## src/rtl/sr_pulse_ctrl.sv

```systemverilog
`default_nettype none
// ============================================================================
// Module   : sr_pulse_ctrl
// Brief    : Debounced on/off request controller issuing single-cycle set and
//            reset pulses to a reset-less downstream SR flop, with hold-off.
// Revision : 1.0
// ============================================================================
module sr_pulse_ctrl #(
  parameter int unsigned DEB_CYCLES  = 4,
  parameter int unsigned HOLD_CYCLES = 8
) (
  input  logic clk,
  input  logic rst,
  input  logic on_req,
  input  logic off_req,
  output logic set,
  output logic reset,
  output logic busy,
  output logic state_on,
  output logic conflict
);

  typedef enum logic [2:0] {
    S_INIT     = 3'd0,
    S_OFF      = 3'd1,
    S_ON_WAIT  = 3'd2,
    S_ON       = 3'd3,
    S_OFF_WAIT = 3'd4
  } state_t;

  localparam logic [7:0] c_deb  = 8'(DEB_CYCLES);
  localparam logic [7:0] c_hold = 8'(HOLD_CYCLES);

  logic [1:0] w_req;
  logic [1:0] w_rise;

  assign w_req = {off_req, on_req};

  // Index 0 carries on_req, index 1 carries off_req.
  generate
    for (genvar gi = 0; gi < 2; gi++) begin : g_deb
      logic       r_sync1;
      logic       r_sync2;
      logic       r_deb;
      logic       r_deb_prev;
      logic [7:0] r_cnt;

      always_ff @(posedge clk) begin
        if (rst) begin
          r_sync1    <= 1'b0;
          r_sync2    <= 1'b0;
          r_deb      <= 1'b0;
          r_deb_prev <= 1'b0;
          r_cnt      <= 8'd0;
        end else begin
          r_sync1    <= w_req[gi];
          r_sync2    <= r_sync1;
          r_deb_prev <= r_deb;
          if (r_sync2 == r_deb) begin
            r_cnt <= 8'd0;
          end else if (r_cnt == c_deb - 8'd1) begin
            r_deb <= ~r_deb;
            r_cnt <= 8'd0;
          end else begin
            r_cnt <= r_cnt + 8'd1;
          end
        end
      end

      assign w_rise[gi] = r_deb & ~r_deb_prev;
    end
  endgenerate

  state_t     r_state;
  state_t     w_state_next;
  logic [7:0] r_timer;
  logic [7:0] w_timer_next;
  logic       w_set_next;
  logic       w_reset_next;
  logic       w_conflict_next;
  logic       w_busy_next;
  logic       w_on_next;

  always_comb begin
    w_state_next    = r_state;
    w_timer_next    = r_timer;
    w_set_next      = 1'b0;
    w_reset_next    = 1'b0;
    w_conflict_next = 1'b0;
    case (r_state)
      // Downstream flop has no reset, so force it to a known 0 first.
      S_INIT: begin
        w_reset_next = 1'b1;
        w_timer_next = c_hold;
        w_state_next = S_OFF_WAIT;
      end
      S_OFF: begin
        if (w_rise[0] && w_rise[1]) begin
          w_conflict_next = 1'b1;
        end else if (w_rise[0]) begin
          w_set_next   = 1'b1;
          w_timer_next = c_hold;
          w_state_next = S_ON_WAIT;
        end
      end
      S_ON: begin
        if (w_rise[0] && w_rise[1]) begin
          w_conflict_next = 1'b1;
        end else if (w_rise[1]) begin
          w_reset_next = 1'b1;
          w_timer_next = c_hold;
          w_state_next = S_OFF_WAIT;
        end
      end
      S_ON_WAIT: begin
        if (r_timer <= 8'd1) begin
          w_timer_next = 8'd0;
          w_state_next = S_ON;
        end else begin
          w_timer_next = r_timer - 8'd1;
        end
      end
      S_OFF_WAIT: begin
        if (r_timer <= 8'd1) begin
          w_timer_next = 8'd0;
          w_state_next = S_OFF;
        end else begin
          w_timer_next = r_timer - 8'd1;
        end
      end
      default: begin
        w_state_next = S_INIT;
        w_timer_next = 8'd0;
      end
    endcase
    // Status flags are registered from the next state so they align with it.
    w_busy_next = (w_state_next == S_INIT) || (w_state_next == S_ON_WAIT) ||
                  (w_state_next == S_OFF_WAIT);
    w_on_next   = (w_state_next == S_ON_WAIT) || (w_state_next == S_ON);
  end

  always_ff @(posedge clk) begin
    if (rst) begin
      r_state  <= S_INIT;
      r_timer  <= 8'd0;
      set      <= 1'b0;
      reset    <= 1'b0;
      conflict <= 1'b0;
      busy     <= 1'b0;
      state_on <= 1'b0;
    end else begin
      r_state  <= w_state_next;
      r_timer  <= w_timer_next;
      set      <= w_set_next;
      reset    <= w_reset_next;
      conflict <= w_conflict_next;
      busy     <= w_busy_next;
      state_on <= w_on_next;
    end
  end

endmodule
`default_nettype wire

```

## config.mk

```make
export PLATFORM = sky130hd
export DESIGN_NAME = sr_pulse_ctrl
export DESIGN_NICKNAME = d
export VERILOG_FILES = /design/src/rtl/sr_pulse_ctrl.sv
export SDC_FILE = /design/constraint.sdc
export NUM_CORES = 1
export LEC_CHECK = 0
export CORE_ASPECT_RATIO = 1.5
export CORE_UTILIZATION = 45
export DETAILED_ROUTE_END_ITERATION = 8
export GPL_ROUTABILITY_DRIVEN = 0
export HOLD_SLACK_MARGIN = 0.1
export PLACE_DENSITY_LB_ADDON = 0.1
export SLEW_MARGIN = 25
export SYNTH_ARGS = -nofsm -noshare
export SYNTH_HDL_FRONTEND = slang
export SYNTH_SLANG_ARGS = --single-unit
```

## constraint.sdc

```tcl
create_clock -name clk -period 1.9 [get_ports clk]
set_input_delay 0.285 -clock clk [delete_from_list [all_inputs] [get_ports clk]]
set_output_delay 0.285 -clock clk [all_outputs]
set_load 0.02 [all_outputs]
```

==> out/metrics.cfg <==
[clock_tree]
cts_hold_buf=0
cts_root_buffer=clkbuf_8
path_clk_slew_ns=0.08
cts_htree_levels=2
cts_buffers=5
postCtsSetupBuffers=0
cts_buffer_depth=2
cts.sinks=40
cts_tree=yes
ctsResizeCount=0
clk_latency_ns=0.29

[yosys]
synth_cell_types=41
async_flop_share_pct=0
syn_nets=198
synth_flop_cell=dfxtp_1
muxShareOfSynthArea_pct=0.578
synth-seq-area-share_pct=46.2
synth_edf_count=0
syn-cell-area_um2=1730
synth_xor_area_share_pct=7.59
synth_fa_ha_area_share_pct=2.89
ys_seq_elements=40
synth_top_family_by_area=simple AND/OR/NAND/NOR gates
syn_avg_cell_area_um2=9.11
syn_inst=190
synth-simple-area-share_pct=30.1
synth_compound_area_share_pct=9.47
yosysWarnings=0

[layout]
multiInputGateArea_um2=877
nNetsFinal=211
layout-drive-gt1-share_pct=9.80
n_antenna_cell=0
finalNonFillerCells=247
fillers=342
final-seq-area_um2=801
area_growth_pct=14.7

[pwr]
static-leakage-power_uw=0.000749
p_per_area_nw_per_um2=1360
vdd_drop_max_mv=0.857

[setup_path]
rr_worst_depth=5
slowest_stage=or3_1
cp_cell_sequence=inv_1 -> ha_1 -> o2111ai_4 -> or3_1 -> and3b_1
r2r_end=busy
cp_max_fo=8
reg2reg_from=r_timer[0]
end_kind=flop
crit_type=reg -> reg
cp_slowest_stage_delay_ns=0.40
r2r_setup_slack_ns=0.22
cp.required_ns=2.08
startpoint_type=flop
arrival_ns=1.86

[placement]
dp_hpwl_mm=2.24
place_inst=239
io_buffer_count=8

[global_route]
antenna_found_initial=0
overflow=0
grt_pass1_wl_mm=5.24
grt_use_total_pct=17.2
grt_pass1_vias=1230
grt_max_degree=13

[detailed_routing]
finalWirelength_mm=3.05
num_vias=1321
ant_nets=0
first_pass_iters=5
avgViaCountPerCell=5.35
drt-wirelength-per-cell_um=12.3
dr.first_iter.drc_count=23
drc=0

[timing]
rsz0062_at_grt=false
final-setup-viol-count=0
period_share_pct=88.2
skew_ns=0.00633
max_freq_ghz=0.597
setup_tns_ns=0
tightest_slew_ns=0.547
finalHoldViolCount=0
hold_slack_ns=0.416
drv_slew=0
period_needed_ns=1.68
relSlewSlack_pct=63.2

[floorplan]
design.portCount=9
std_cell_rows=27
die_y_um=78.0
start_util_pct=47.0
core_area_um2=3680
die_w_um=52.7
die_area_um2=4110

[run_status]
status=finished, final reports clean

[worst_hold_path]
hold_path_end=conflict
hp-class=reg -> reg
min_path_cells=1
hold_path_startpoint=g_deb[1].r_deb_prev

[flow_run]
drv_cap=0

-- placed cells by master (no fill, tap or decap), drive strengths merged, types with 6 or more instances in the layout --
master,netlist,final
dfxtp,40,40
nand2,11,11
clkdlybuf4s50,0,8
nor2,25,25
a21oi,6,6
clkbuf,2,7
xor2,9,9
nand3,20,20
and3,9,9
xnor2,6,6
nor2b,7,7
nor3,8,8
inv,7,7
-- power breakdown --
group	total (uW)	internal (uW)	switching [uW]	leakage [uW]
registers	1070	946	125	0.000325
logic	895	406	489	0.000359
clock network	745	463	282	0.0000645
-- worst max-delay path by stage --
stage / from / endpoint / slack, ns / depth (start not counted)
final: r_timer[0] / busy / 0.22 / 5
after global routing: g_deb[0].r_cnt[0] / g_deb[0].r_cnt[4] / 0.02 / 5
after CTS: r_timer[0] / busy / 0.22 / 5
after detailed placement: rst / r_timer[6] / 0.23 / 4
after global placement: r_timer[0] / busy / 0.28 / 5
after floorplan: r_timer[0] / busy / 0.40 / 5
-- area by class of cell --
cell class                      count  share of cell area [%]
Tap cell                           43                    2.71
Timing Repair Buffer               11                    5.16
Sequential cell                    40                    40.3
Inverter                            7                    1.32
Multi-Input combinational cell    138                    44.1
Clock buffer                        7                    4.85
Clock inverter                      1                    1.51
-- cell families after synthesis --
kind of cell,count (synthesis)
AOI/OAI and AO/OA,22
xor gates and xnor gates,15
adders and majority gates,4
buffers and inverters,12
DFF,40
muxes,1
and+or+nand+nor,96
-- through the flow --
step / total power [uW] / utilization (%) / area, um^2 / setup slack, ns
after CTS: 2730 / 54.0 / 1990 / 0.217
after floorplan: 1780 / - / 1730 / 0.401
final: 2710 / 54.0 / 1990 / 0.224
after global placement: 1960 / 50.5 / 1860 / 0.282
after global routing: 2880 / 54.0 / 1990 / 0.0192
after detailed placement: 1980 / 50.5 / 1860 / 0.229
-- cells in the mapped netlist, types with 5 or more instances --
cell type	n	area share [%]
nor2b_1	7	2.5
xor2_1	9	4.6
nand2_1	11	2.4
and3_1	8	2.9
nor3_1	7	2.0
a21oi_1	6	1.7
dfxtp_1	40	46
o211ai_1	5	2.2
xnor2_1	6	3.0
nor2_1	22	4.8
inv_1	7	1.5
nand3_1	20	5.8
-- registers in the layout, summed over array words and instances, names as in the netlist --
register          cells
g_deb.r_cnt          16
state_on              1
r_timer               8
g_deb.r_sync2         2
reset                 1
g_deb.r_sync1         2
conflict              1
r_state               3
busy                  1
set                   1
g_deb.r_deb           2
g_deb.r_deb_prev      2
-- critical path: cells and delay by family, from the launching register on --
family,cells,cell delay (ns)
compound gates,1,0.20
buf+inv,1,0.10
flops,1,0.34
fa+ha+maj,1,0.34
simple gates,2,0.58
-- metal layers --
| layer | vias to the layer above | wire length, um | GRT usage, % |
|---|---|---|---|
| li1 | 682 | - | - |
| met1 | 624 | 1290 | 18.6 |
| met2 | 11 | 1630 | 29.5 |
| met3 | 4 | 59 | 4.12 |
| met4 | 0 | 68 | 8.95 |
| met5 | - | 0 | 0 |
(Power assumes the default switching activity.)
